**config.mk**
```make
export PLATFORM = sky130hd
export DESIGN_NAME = multi_press_decoder
export DESIGN_NICKNAME = d
export VERILOG_FILES = /design/src/rtl/multi_press_pkg.sv /design/src/rtl/ms_tick_gen.sv /design/src/rtl/multi_press_decoder.sv
export SDC_FILE = /design/constraint.sdc
export NUM_CORES = 1
export LEC_CHECK = 0
export BUFFER_PORTS_ARGS = -buffer_cell sky130_fd_sc_hd__buf_4
export CORE_MARGIN = 1
export CORE_UTILIZATION = 53
export CTS_CLUSTER_DIAMETER = 200
export CTS_CLUSTER_SIZE = 10
export DETAILED_ROUTE_END_ITERATION = 6
export GPL_TIMING_DRIVEN = 0
export MAX_ROUTING_LAYER = met4
export PLACE_DENSITY = 0.74
export SYNTH_ARGS = -nofsm -noshare
export SYNTH_HDL_FRONTEND = slang
export SYNTH_SLANG_ARGS = --single-unit
```
**constraint.sdc**
```tcl
create_clock -name clock1 -period 2 [get_ports clock1]
set_input_delay 0.6 -clock clock1 [delete_from_list [all_inputs] [get_ports clock1]]
set_output_delay 0.6 -clock clock1 [all_outputs]
set_load 0.05 [all_outputs]
```
**src/rtl/multi_press_pkg.sv**
```systemverilog
// multi_press_pkg: shared state encoding, default timing constants and width helper
// for the multi-press decoder and its millisecond tick generator.
package multi_press_pkg;

   typedef enum logic [1:0] {
      IDLE    = 2'd0,
      COLLECT = 2'd1,
      REPORT  = 2'd2
   } state_t;

   localparam int DEF_CLK_DIV     = 100000;
   localparam int DEF_WINDOW_MS   = 300;
   localparam int DEF_MAX_PRESSES = 7;
   localparam int DEF_CNT_W       = 3;

   // Bits needed to hold 0..n-1, never less than one.
   function automatic int width_for(input int n);
      return (n <= 2) ? 1 : $clog2(n);
   endfunction

endpackage

```
**src/rtl/ms_tick_gen.sv**
```systemverilog
// ms_tick_gen: free-running CLK_DIV prescaler emitting a one-cycle tick on its last count.
module ms_tick_gen
   import multi_press_pkg::*;
#(
   parameter int CLK_DIV = DEF_CLK_DIV
) (
   input  logic clk_i,
   input  logic rst_i,
   output logic tick_o
);

   localparam int PW = width_for(CLK_DIV);
   localparam logic [PW-1:0] PRESC_LAST = PW'(CLK_DIV - 1);

   logic [PW-1:0] presc_q, presc_d;

   assign tick_o  = (presc_q == PRESC_LAST);
   assign presc_d = tick_o ? '0 : presc_q + 1'b1;

   always_ff @(posedge clk_i or posedge rst_i) begin
      if (rst_i) presc_q <= '0;
      else       presc_q <= presc_d;
   end

endmodule

```
**src/rtl/multi_press_decoder.sv**
```systemverilog
// multi_press_decoder: groups debounced presses into bursts ended by a quiet window and
// reports the burst size. Define MULTI_PRESS_HANDSHAKE_EN to hold reports until pressAck1.
module multi_press_decoder
   import multi_press_pkg::*;
#(
   parameter int CLK_DIV     = DEF_CLK_DIV,
   parameter int WINDOW_MS   = DEF_WINDOW_MS,
   parameter int MAX_PRESSES = DEF_MAX_PRESSES,
   parameter int CNT_W       = DEF_CNT_W
) (
   input  logic             clock1,
   input  logic             reset1,
   input  logic             btnPressed1,
   input  logic             pressAck1,
   output logic [CNT_W-1:0] pressCount1,
   output logic             pressValid1,
   output logic             busy1,
   output logic             overrun1
);

   localparam int WW = width_for(WINDOW_MS);
   localparam logic [WW-1:0]    WIN_LAST = WW'(WINDOW_MS - 1);
   localparam logic [CNT_W-1:0] CNT_MAX  = CNT_W'(MAX_PRESSES);
   localparam logic [CNT_W-1:0] CNT_ONE  = CNT_W'(1);

   state_t           state_q;
   logic [WW-1:0]    win_q;
   logic [CNT_W-1:0] cnt_q, rep_q, cnt_inc;
   logic             valid_q, tick;

   ms_tick_gen #(.CLK_DIV(CLK_DIV)) u_tick (
      .clk_i (clock1),
      .rst_i (reset1),
      .tick_o(tick)
   );

   assign cnt_inc     = (cnt_q >= CNT_MAX) ? CNT_MAX : cnt_q + 1'b1;
   assign pressCount1 = rep_q;
   assign pressValid1 = valid_q;
   assign busy1       = (state_q != IDLE);

`ifdef MULTI_PRESS_HANDSHAKE_EN
   logic ovr_q;
   assign overrun1 = ovr_q;

   always_ff @(posedge clock1 or posedge reset1) begin
      if (reset1) begin
         state_q <= IDLE;
         win_q   <= '0;
         cnt_q   <= '0;
         rep_q   <= '0;
         valid_q <= 1'b0;
         ovr_q   <= 1'b0;
      end else begin
         ovr_q <= 1'b0;
         case (state_q)
            IDLE: if (btnPressed1) begin
               state_q <= COLLECT;
               cnt_q   <= CNT_ONE;
               win_q   <= '0;
            end
            COLLECT: if (btnPressed1) begin
               cnt_q <= cnt_inc;
               win_q <= '0;
            end else if (tick) begin
               if (win_q == WIN_LAST) begin
                  state_q <= REPORT;
                  rep_q   <= cnt_q;
                  valid_q <= 1'b1;
               end else win_q <= win_q + 1'b1;
            end
            // An ack frees the slot, so a coincident press opens a new burst.
            REPORT: if (pressAck1) begin
               valid_q <= 1'b0;
               state_q <= btnPressed1 ? COLLECT : IDLE;
               cnt_q   <= CNT_ONE;
               win_q   <= '0;
            end else if (btnPressed1) ovr_q <= 1'b1;
            default: state_q <= IDLE;
         endcase
      end
   end
`else
   logic unused_ack;
   assign unused_ack = pressAck1;
   assign overrun1   = 1'b0;

   always_ff @(posedge clock1 or posedge reset1) begin
      if (reset1) begin
         state_q <= IDLE;
         win_q   <= '0;
         cnt_q   <= '0;
         rep_q   <= '0;
         valid_q <= 1'b0;
      end else begin
         case (state_q)
            IDLE: if (btnPressed1) begin
               state_q <= COLLECT;
               cnt_q   <= CNT_ONE;
               win_q   <= '0;
            end
            COLLECT: if (btnPressed1) begin
               cnt_q <= cnt_inc;
               win_q <= '0;
            end else if (tick) begin
               if (win_q == WIN_LAST) begin
                  state_q <= REPORT;
                  rep_q   <= cnt_q;
                  valid_q <= 1'b1;
               end else win_q <= win_q + 1'b1;
            end
            // Single-cycle report; a press landing here starts the next burst.
            REPORT: begin
               valid_q <= 1'b0;
               state_q <= btnPressed1 ? COLLECT : IDLE;
               cnt_q   <= CNT_ONE;
               win_q   <= '0;
            end
            default: state_q <= IDLE;
         endcase
      end
   end
`endif

endmodule

```
======== Word level (Yosys, flattened, before mapping) ========
Cells that the tools add are included.
operators by class
  add/subtract/negate cells ............... 3
  multipliers ............................. 0
  div/mod/pow operators ................... 0
  order comparisons ....................... 1
  equality and inequality tests ........... 11
  shift operators ......................... 0
  multiplexer cells ....................... 20
  bitwise logic cells ..................... 1
  reductions and logical operators ........ 9
operators by type and width
  kind                   count
  $mux 9                 4
  $pmux 9 s3             1
  $add 17x1->17 const B  1
  $eq 17x17->1 const B   1
  $mux 17                1
  $reduce_and 4->1       4
  $add 9x1->9 const B    1
  $eq 9x9->1 const B     1
  $mux 3                 3
  $pmux 3 s3             1
  $mux 2                 4
  $ne 2x2->1 const B     4
  $pmux 2 s3             1
  $mux 1                 4
  $reduce_bool 2->1      2
  $add 3x1->3 const B    1
  $ge 3x3->1 const B     1
  $ne 3x2->1 const B     1
  $ne 3x3->1 const B     1
  $reduce_and 3->1       1
  $reduce_bool 3->1      1
  $eq 2x1->1 const B     1
  $eq 2x2->1 const B     1
  $logic_not 2->1        1
  other kinds (3)        3
word-level totals
  flip-flop bits (word level) ............. 35
  bits in latches ......................... 0
  memory bits (writable) .................. 0
  ROM bits ................................ 0
  word-level logic and storage cells ...... 51
  memories kept ........................... 0

======== Logic depth before layout (Yosys ltp) ========
Gate-level depths: netlist (run 1).
  word-level depth ........................ 5
  mapped depth ............................ 6
  gate-level depth less buffers ........... 6

======== By module ========
Synthesis (run 1) repeated with hierarchy kept, for this count alone.
unflattened totals
  cells, all modules ...................... 171
  area, all modules ....................... 1806.7 µm²
by module, submodules not included
  module               times used  cells an instance  area each (µm²)  sequential area each (µm²)
  multi_press_decoder  1           96                 980.9            450.4
  ms_tick_gen          1           75                 825.8            425.4

======== Least setup slack after synthesis (run 1) ========
Ideal clock, no wire load.
  path type ............................... register -> register
  start ................................... reg u_tick.presc_q[12]
  end ..................................... reg win_q[7]
  arrival time ............................ 1.937 ns
  required time ........................... 1.871 ns
  slack ................................... -0.066 ns
  cell stages (with the launch flop) ...... 6
  period minus slack after synthesis ...... 2.066 ns
  cells stage by stage .................... dfrtp_1 > or4b_4 > or3_4 > nor4_4 > a31o_2 > a31oi_1
between the ends
  cells in the longest elaborated chain, start to end .. 3
ends and longest elaborated chain
  what                               RTL line                    source
  from (decl)                        ms_tick_gen.sv:15           logic [PW-1:0] presc_q, presc_d;
  from (signal assigned)             ms_tick_gen.sv:22           else presc_q <= presc_d;
  $eq 17x17->1                       ms_tick_gen.sv:17           assign tick_o = (presc_q == PRESC_LAST);
  $ne 3x2->1 (no source line)        n/a
  $reduce_and 4->1 (no source line)  n/a
  to (signal assigned)               multi_press_decoder.sv:110  end else win_q <= win_q + 1'b1;
  to (decl)                          multi_press_decoder.sv:27   logic [WW-1:0] win_q;
Every way passes these cells.
A chain may end at the register's enable or synchronous reset.

======== Worst setup path in the final report (run 1) ========
  start ................................... reg u_tick.presc_q[11]
  end ..................................... reg win_q[7]
The elaborated chain is that of the path after synthesis.

==> out/metrics.yaml, run 1 <==
routing:
  drtIter0Drc: 121
  viasPerCell: 5.77
  wl_per_cell_um: 15.4
  wirelength_mm: 3.74
  dr.pass1.iters: 5
  ant_nets: 0
  drc: 0
  vias: 1402
global_route:
  grt_util_met1: 0.300
  grt_overflow: 0
  first_global_vias: 1370
  antenna_found_initial: 0
  grtUsageMet2: 0.388
  grt_max_degree: 36
  top_usage_layer: "met2"
  met3_usage: 0.0764
  grt_pass1_wl_mm: 6.22
  grt_util_all_layers: 0.252
yosys:
  synth_cell_type_count: 34
  synth_area_leaders: "dfrtp_1 50%, xor2_1 4.0%, nor2_1 3.6%"
  synth_edf_count: 0
  ys_ff_latch: 35
  syn-cell-area_mm2: 0.00175
  synth_top_area_share: 0.500
  async_flop_share: 1.00
  netlist.top_cell.by_area: "dfrtp_1"
  synth_nets: 179
  postSynthCellCount: 171
  seq_area_frac_synth: 0.500
  ys_warn_count: 0
  avgSynthCellArea_um2: 10.3
  synthFlopType: "dfrtp_1"
placed_design:
  dp_hpwl_mm: 2.31
  placed_cells: 222
  routabilityCongestion: 0.834
  port_buffers: 7
job:
  cap_violations: 0
sta:
  period_minus_slack_ns: 2.01
  tightest_slew_ns: 0.727
  fin_skew_ns: 0.0115
  hold_viol_final: 0
  slew_violations: 0
  finalCritPeriodShare: 1.01
  holdWs_ns: 0.374
  grt_setup_unrepaired: "yes"
  fin_setup_tns_ns: -0.0181
  max_freq_ghz: 0.497
  fin_ws_ns: -0.0119
  setup_viol: 2
  maxSlewHeadroom: 0.514
worst_setup_path:
  cp_top_family: "simple AND/OR/NAND/NOR gates"
  crit_path_max_incr_delay_ns: 0.60
  ff2ff_path_depth: 5
  criticalPathCategory: "reg -> reg"
  worst-path-stages: 5
  crit_slowest_cell: "or4b_4"
  cp_max_fo: 4
  start_kind: "flop"
  worstPathArrival_ns: 2.24
  cp.buffers_inverters: 0
  crit_chain: "or4b_4 -> or2_4 -> nor4_4 -> a31o_2 -> a31oi_1"
  cp.required_ns: 2.23
  cp-end-kind: "flop"
power:
  leakagePower_nw: 0.961
  vdd_drop_max_mv: 0.474
  power_density_mw_per_mm2: 600
floorplan:
  die_area_mm2: 0.00354
  ios: 10
  initial_core_util: 0.565
  die_h_um: 59.5
  die_w_um: 59.5
  rows: 20
  core_area_mm2: 0.00310
clocking:
  cts-root-buf: "clkbuf_4"
  cts_buffers: 5
  cts_tree: "done"
  clockBufferDepth: 2
  cts.clk_slew.worst_paths_ns: 0.10
  htree_levels: 2
  clkLatencyLatePin_ns: 0.35
  cts_num_sinks: 35
worst_hold_path:
  min_path_type: "in -> async"
cells_and_area:
  n_antenna_cell: 0
  mostFrequentLayoutCell: "dfrtp_1"
  multi_input_area_um2: 923
  register_area_um2: 878
  fill_cells: 246
  drive_gt1_frac: 0.286
  syn_to_final_growth_pct: 20.3
  final_cells: 243
  layout_common_cells: "33 x dfrtp_1, 23 x buf_4, 15 x nand2_1, 15 x nor2_1, 11 x nand3_1"
  nNetsFinal: 208
status:
  violations: "negative setup slack"
  outcome: "finished, violations left"
==> synth_stat cells (2+ instances only) <==
cell / number
nor4_1: 6
nand3_1: 12
and3_1: 2
a31oi_1: 6
mux2_2: 3
ha_1: 4
a21oi_1: 6
nor4_4: 3
xnor2_1: 7
nand2b_1: 2
inv_1: 7
dfrtp_1: 35
xor2_1: 8
nor2_1: 17
o21ai_0: 11
nand2_1: 15
a31o_2: 4
nor2b_1: 2
nor3_1: 3
a41oi_1: 4
==> where the power goes <==
part	total, mW	switching [mW]	internal [mW]
Sequential	0.780	0.0418	0.738
Combinational	0.136	0.0769	0.0588
Clock	0.349	0.224	0.125
Total	1.26	0.343	0.922
==> per-stage QoR <==
| stage | power [mW] | utilization | cell area [um^2] | worst slack [ns] |
|---|---|---|---|---|
| floorplan | 0.883 | - | 1750 | 0.00233 |
| global placement | 0.912 | 0.600 | 1860 | -0.282 |
| detailed placement | 0.923 | 0.600 | 1860 | -0.326 |
| CTS | 1.27 | 0.646 | 2000 | -0.0449 |
| global route | 1.34 | 0.679 | 2110 | -0.110 |
| finish | 1.26 | 0.679 | 2110 | -0.0119 |
==> final cells by class <==
| class | count | area share |
|---|---|---|
| tap | 44 | 0.0261 |
| sequential | 35 | 0.417 |
| clock buffer | 6 | 0.0196 |
| timing repair buffer | 22 | 0.0801 |
| inverter | 7 | 0.0125 |
| multi-input combinational | 127 | 0.438 |
| buffer | 2 | 0.00712 |
==> kinds of logic after synthesis <==
group                      Yosys count  share of synthesized area
muxes                                3                     0.0193
buffers and inverters                9                     0.0221
adders and majority gates            4                     0.0286
AOI/OAI and AO/OA                   35                      0.125
xor gates and xnor gates            15                     0.0749
and+or+nand+nor                     69                      0.228
other                                1                    0.00214
DFF                                 35                      0.500
==> flip-flops by register name (all words and copies together), names as in the netlist <==
name / cells
state_q: 2
pressValid1: 1
u_tick.presc_q: 17
win_q: 9
pressCount1: 3
cnt_q: 3
==> routing by layer <==
layer,part of all wire,wire length [um],vias up
met5,0,0,-
met4,0.030,114,0
met3,0.037,137,11
met2,0.50,1870,27
met1,0.43,1620,688
li1,-,-,676
==> path summary, 6_finish.rpt <==
kind / from / to / slack, ns
worst max-delay path: u_tick.presc_q[11]$_DFF_PP0_ / win_q[7]$_DFFE_PP0P_ / -0.01
worst min-delay path: reset1 / win_q[8]$_DFFE_PP0P_ / 0.37
worst max register to register: u_tick.presc_q[11]$_DFF_PP0_ / win_q[7]$_DFFE_PP0P_ / -0.01
worst min register to register: u_tick.presc_q[0]$_DFF_PP0_ / u_tick.presc_q[0]$_DFF_PP0_ / 0.46
max in group asynchronous: reset1 / win_q[3]$_DFFE_PP0P_ / 1.12
min in group clock1: u_tick.presc_q[0]$_DFF_PP0_ / u_tick.presc_q[0]$_DFF_PP0_ / 0.46
==> what timing repair did <==
action / in CTS / in global routing
setup buffers: 8 / 7
hold buffers: 0 / 0
setup endpoints to repair: 20 / 12
hold endpoints to repair: 0 / 0
pin swaps: 13 / 10
resized for setup: 10 / 12
No activity file was read; power rests on OpenSTA's default activity.
==> run 2, diff against run 1 <==
--- a/config.mk
+++ b/config.mk
@@ -6,12 +6,13 @@
 export NUM_CORES = 1
 export LEC_CHECK = 0
 export BUFFER_PORTS_ARGS = -buffer_cell sky130_fd_sc_hd__buf_4
+export CORE_ASPECT_RATIO = 1.75
 export CORE_MARGIN = 1
 export CORE_UTILIZATION = 53
 export CTS_CLUSTER_DIAMETER = 200
 export CTS_CLUSTER_SIZE = 10
 export DETAILED_ROUTE_END_ITERATION = 6
-export GPL_TIMING_DRIVEN = 0
+export GPL_TIMING_DRIVEN = 1
 export MAX_ROUTING_LAYER = met4
 export PLACE_DENSITY = 0.74
 export SYNTH_ARGS = -nofsm -noshare
==> run 2 against run 1 <==
Compared with the run above: the run still ends with negative setup slack left; cell count grew 2.1%; critical path type unchanged; sequential power barely moved; fmax down 1.9%; flip-flop and latch count unchanged; hold slack gained 0.029 ns; first-iteration DRC count down 76%; critical path depth did not move.
==> out/metrics.yaml, run 2 (synthesis results as in run 1) <==
status:
  outcome: "finished, violations left"
  violations: "negative setup slack"
worst_setup_path:
  cp_top_family: "simple AND/OR/NAND/NOR gates"
  crit_chain: "or4b_4 -> or3_4 -> nor4_4 -> a41oi_1 -> a31oi_1"
  crit_path_max_incr_delay_ns: 0.57
  cp.buffers_inverters: 0
  worstPathArrival_ns: 2.26
  criticalPathCategory: "reg -> reg"
  cp_max_fo: 4
  cp.required_ns: 2.21
  cp-end-kind: "flop"
  start_kind: "flop"
  crit_slowest_cell: "or4b_4"
sta:
  grt_setup_unrepaired: "yes"
  period_minus_slack_ns: 2.05
  fin_ws_ns: -0.0499
  slew_violations: 0
  fin_setup_tns_ns: -0.0876
  finalCritPeriodShare: 1.02
  hold_viol_final: 0
  setup_viol: 3
  max_freq_ghz: 0.488
  fin_skew_ns: 0.00765
global_route:
  grt_pass1_wl_mm: 6.35
  antenna_found_initial: 0
  grt_util_all_layers: 0.256
  grt_max_degree: 36
  grt_overflow: 0
  first_global_vias: 1423
cells_and_area:
  reg.largest.list: "u_tick.presc_q: 17 flops, win_q: 9 flops"
  multi_input_area_um2: 875
  layout_common_cells: "35 x dfrtp_1, 28 x buf_4, 16 x nor2_1"
  n_antenna_cell: 0
  fill_cells: 267
  top_register: "u_tick.presc_q"
  fin_area_mm2: 0.00212
  mostFrequentLayoutCell: "dfrtp_1"
  syn_to_final_growth_pct: 21.1
  nNetsFinal: 212
  register_area_um2: 876
  drive_gt1_frac: 0.259
  final_cells: 248
  largest_reg_flops: 17
routing:
  ant_nets: 0
  viasPerCell: 5.65
  wl_per_cell_um: 14.8
  dr.pass1.iters: 4
  drc: 0
  wirelength_mm: 3.67
  drtIter0Drc: 29
  vias: 1401
placed_design:
  routabilityCongestion: 0.829
  post-place-ws_ns: -0.0859
  port_buffers: 7
  dp_hpwl_mm: 2.74
  placed_cells: 239
  dpl_cell_area_mm2: 0.00200
clocking:
  cts-root-buf: "clkbuf_8"
  clockBufferDepth: 2
  htree_levels: 2
  cts_buffers: 5
  cts_tree: "done"
  cts_num_sinks: 35
  cts.clk_slew.worst_paths_ns: 0.07
  clkLatencyLatePin_ns: 0.29
floorplan:
  rows: 27
  initial_core_util: 0.558
  die_area_mm2: 0.00355
  core_area_mm2: 0.00314
  ios: 10
  die_w_um: 45.5
  die_h_um: 78.1
worst_hold_path:
  min_path_type: "in -> async"
power:
  leakagePower_nw: 0.978
  vdd_drop_max_mv: 0.607
  power_density_mw_per_mm2: 662
  finalPower_mw: 1.41
job:
  cap_violations: 0
[run 2: cell count changes in the layout (fill, tap and decap cells not counted), sizes merged]
cell / previous run / this run
clkbuf: 6 / 7
clkinv: 0 / 1
buf: 24 / 28
[run 2: per-layer routing]
layer / track usage / part of all wire / vias to the layer above
met5: - / 0 / -
met4: 0.118 / 0.022 / 0
met3: 0.0529 / 0.021 / 6
met2: 0.430 / 0.58 / 17
met1: 0.275 / 0.37 / 697
li1: - / - / 681
[run 2: cell type report]
| class | count | area share |
|---|---|---|
| flip-flops and latches | 35 | 0.413 |
| multi-input cells | 127 | 0.412 |
| repair buffers | 28 | 0.0991 |
| clock buffers | 7 | 0.0360 |
| well taps | 43 | 0.0254 |
| inverters | 7 | 0.0124 |
| clock inverters | 1 | 0.00236 |
[run 2: final timing paths]
path,from,endpoint,slack (ns),cells after the start
setup reg to reg,u_tick.presc_q[12]$_DFF_PP0_,win_q[7]$_DFFE_PP0P_,-0.05,5
hold / removal,reset1,cnt_q[1]$_DFFE_PP0P_,0.40,3
setup / recovery,u_tick.presc_q[12]$_DFF_PP0_,win_q[7]$_DFFE_PP0P_,-0.05,5
hold reg to reg,u_tick.presc_q[0]$_DFF_PP0_,u_tick.presc_q[0]$_DFF_PP0_,0.47,1
max in group asynchronous,reset1,win_q[1]$_DFFE_PP0P_,1.28,3
min in group clock1,u_tick.presc_q[0]$_DFF_PP0_,u_tick.presc_q[0]$_DFF_PP0_,0.47,1
[run 2: timing repair]
action | CTS | global route
resized for setup | 7 | 0
hold buffers | 0 | 0
setup buffers | 1 | 0
pin swaps | 5 | 0
endpoints found under the setup margin | 8 | 9
[run 2: power breakdown]
part / switching, mW / internal, mW / leakage, nW
sequential: 0.0393 / 0.739 / 0.457
clock: 0.247 / 0.244 / 0.0422
combinational: 0.0753 / 0.0608 / 0.478
[run 2: through the flow]
step / hold WS, ns / utilization
5_1_grt: 0.445 / 0.675
3_3_place_gp: 0.445 / 0.638
2_1_floorplan: 0.433 / -
4_1_cts: 0.411 / 0.675
3_5_place_dp: 0.461 / 0.638
6_report: 0.403 / 0.675
[run 2: tightest hold or removal path, cell delays in order]
cell   delay, ns
buf_4       0.11
inv_1       0.04
buf_4       0.38
==> run 3, diff against run 2 <==
--- a/config.mk
+++ b/config.mk
@@ -5,16 +5,16 @@
 export SDC_FILE = /design/constraint.sdc
 export NUM_CORES = 1
 export LEC_CHECK = 0
+export ABC_AREA = 1
 export BUFFER_PORTS_ARGS = -buffer_cell sky130_fd_sc_hd__buf_4
 export CORE_ASPECT_RATIO = 1.75
 export CORE_MARGIN = 1
-export CORE_UTILIZATION = 53
+export CORE_UTILIZATION = 45
 export CTS_CLUSTER_DIAMETER = 200
-export CTS_CLUSTER_SIZE = 10
+export CTS_CLUSTER_SIZE = 25
 export DETAILED_ROUTE_END_ITERATION = 6
 export GPL_TIMING_DRIVEN = 1
 export MAX_ROUTING_LAYER = met4
-export PLACE_DENSITY = 0.74
 export SYNTH_ARGS = -nofsm -noshare
 export SYNTH_HDL_FRONTEND = slang
 export SYNTH_SLANG_ARGS = --single-unit
==> run 3 against run 2 <==
Compared with the run above: the run now ends clean; count of clock-buffer cells in the layout is 1 lower; flip-flop and latch count stayed put; design area is 3.1% higher; sequential share of layout area is 1.2 points lower; non-clock buffer count is 20 lower; clock skew is 0.0013 ns lower; cell count is 32% higher; register-to-register slack better by 0.42 ns.
==> out/metrics.yaml, run 3 <==
placed_design:
  port_buffers: 7
  dp_hpwl_mm: 3.06
  post-place-ws_ns: 0.241
  placed_cells: 320
  routabilityCongestion: 0.897
  dpl_cell_area_mm2: 0.00210
global_route:
  grt_overflow: 0
  grt_util_all_layers: 0.212
  grt_max_degree: 36
  antenna_found_initial: 0
  first_global_vias: 1651
  grt_pass1_wl_mm: 7.38
floorplan:
  die_w_um: 52.2
  die_h_um: 89.9
  initial_core_util: 0.475
  core_area_mm2: 0.00419
  rows: 31
  die_area_mm2: 0.00470
  ios: 10
cells_and_area:
  n_antenna_cell: 0
  fill_cells: 432
  nNetsFinal: 286
  drive_gt1_frac: 0.140
  final_cells: 328
  fin_util: 0.522
  syn_to_final_growth_pct: 10.0
  mostFrequentLayoutCell: "nand2_1"
  top_register: "u_tick.presc_q"
  largest_reg_flops: 17
  layout_common_cells: "65 x nand2_1, 41 x nor2_1, 35 x dfrtp_1"
  fin_area_mm2: 0.00219
  reg.largest.list: "u_tick.presc_q: 17 flops, win_q: 9 flops"
yosys:
  syn-cell-area_mm2: 0.00199
  synth_nets: 272
  synth_top_area_share: 0.441
  seq_area_frac_synth: 0.441
  ys_warn_count: 0
  avgSynthCellArea_um2: 7.53
  postSynthCellCount: 264
  synth_edf_count: 0
  yosys-top-cells-count: "65 x nand2_1, 41 x nor2_1, 35 x dfrtp_1"
  synth_cell_type_count: 29
  synth_most_common_cell: "nand2_1"
  async_flop_share: 1.00
  synthFlopType: "dfrtp_1"
  ys_ff_latch: 35
  netlist.top_cell.by_area: "dfrtp_1"
  synth_area_leaders: "dfrtp_1 44%, nand2_1 12%, nor2_1 7.7%"
sta:
  slew_violations: 0
  period_minus_slack_ns: 1.63
  fin_setup_tns_ns: 0
  hold_viol_final: 0
  holdWs_ns: 0.412
  setup_viol: 0
  fin_skew_ns: 0.00631
  grt_setup_unrepaired: "no"
  finalCritPeriodShare: 0.815
  max_freq_ghz: 0.614
  fin_ws_ns: 0.370
worst_setup_path:
  cp.buffers_inverters: 0
  crit_slowest_cell: "dfrtp_1"
  crit_chain: "ha_1 -> nand2_1 -> nor2_4 -> nand2_2 -> nor2_2 -> nand2_2 -> nand2_4 -> nand2_4 -> nand2_1 -> nand2_1"
  crit_path_max_incr_delay_ns: 0.38
  cp-startpoint: "u_tick.presc_q[0]$_DFF_PP0_"
  crit_top_cell: "nand2_1"
  r2r-start: "u_tick.presc_q[0]$_DFF_PP0_"
  cp_top_family: "simple AND/OR/NAND/NOR gates"
  cp_max_fo: 10
  worstPathArrival_ns: 1.81
  start_kind: "flop"
  reg2reg_slack_ns: 0.37
  cp-end-kind: "flop"
  criticalPathCategory: "reg -> reg"
  cp.required_ns: 2.18
routing:
  viasPerCell: 4.96
  wirelength_mm: 4.15
  drc: 0
  drtIter0Drc: 31
  dr.pass1.iters: 4
  ant_nets: 0
  vias: 1628
  wl_per_cell_um: 12.7
power:
  power_density_mw_per_mm2: 686
  finalPower_mw: 1.50
  leakagePower_nw: 1.06
  vdd_drop_max_mv: 0.652
status:
  outcome: "finished, final reports clean"
clocking:
  cts.clk_slew.worst_paths_ns: 0.08
  ctsResizeCount: 0
  cts_num_sinks: 35
  cts_setup_buffers: 0
  cts-root-buf: "clkbuf_8"
  cts-hold-fix-buffers: 0
  cts_buffers: 5
  cts_tree: "done"
  clockBufferDepth: 2
  htree_levels: 2
  clkLatencyLatePin_ns: 0.29
job:
  cap_violations: 0
worst_hold_path:
  min_path_type: "in -> async"
run 3: changes by cell type in the layout (fill, tap and decap cells not counted), moves of 5 or more:
cell	previous run	this run
nand2_1	15	65
inv_1	6	32
nor2_1	16	41
buf_4	28	8
nand3_1	11	22
a31oi_1	6	0
xnor2_1	7	1
inv_2	1	6
run 3: power breakdown:
part | switching, mW | internal [mW]
logic | 0.123 | 0.0689
registers | 0.0438 | 0.751
clock network | 0.272 | 0.244
run 3: final timing paths:
path	end	depth (start not counted)
min	u_tick.presc_q[9]$_DFF_PP0_	3
min reg2reg	u_tick.presc_q[0]$_DFF_PP0_	1
max reg2reg	win_q[4]$_DFFE_PP0P_	10
min in group clock1	u_tick.presc_q[0]$_DFF_PP0_	1
max in group asynchronous	win_q[8]$_DFFE_PP0P_	3
max	win_q[4]$_DFFE_PP0P_	10
run 3: area by class of cell:
type	instances	area (um^2)	share of cell area
clock buffers	6	72.6	0.0332
clock inverters	2	12.5	0.00572
inverters	38	143	0.0652
multi-input cells	190	962	0.440
flip-flops and latches	35	876	0.400
well taps	49	61.3	0.0280
repair buffers	8	60.1	0.0275
run 3: cell families after synthesis:
kind of cell,Yosys count,share of synthesized area
AND/OR/NAND/NOR,150,0.349
XOR/XNOR,5,0.0220
flip-flops,35,0.441
buffers and inverters,39,0.0755
AO/OA/AOI/OAI,30,0.0862
adder cells (fa/ha/maj),4,0.0252
other,1,0.00189
run 3: routing by layer:
| metal | up-vias | part of all wire | global-route usage |
|---|---|---|---|
| met5 | - | 0 | - |
| met4 | 0 | 0.026 | 0.0789 |
| met3 | 9 | 0.014 | 0.0372 |
| met2 | 12 | 0.55 | 0.370 |
| met1 | 752 | 0.41 | 0.231 |
| li1 | 855 | - | - |
run 3: worst min-delay path, stage by stage:
cell,delay (ns)
buf_4,0.10
inv_1,0.04
buf_4,0.39
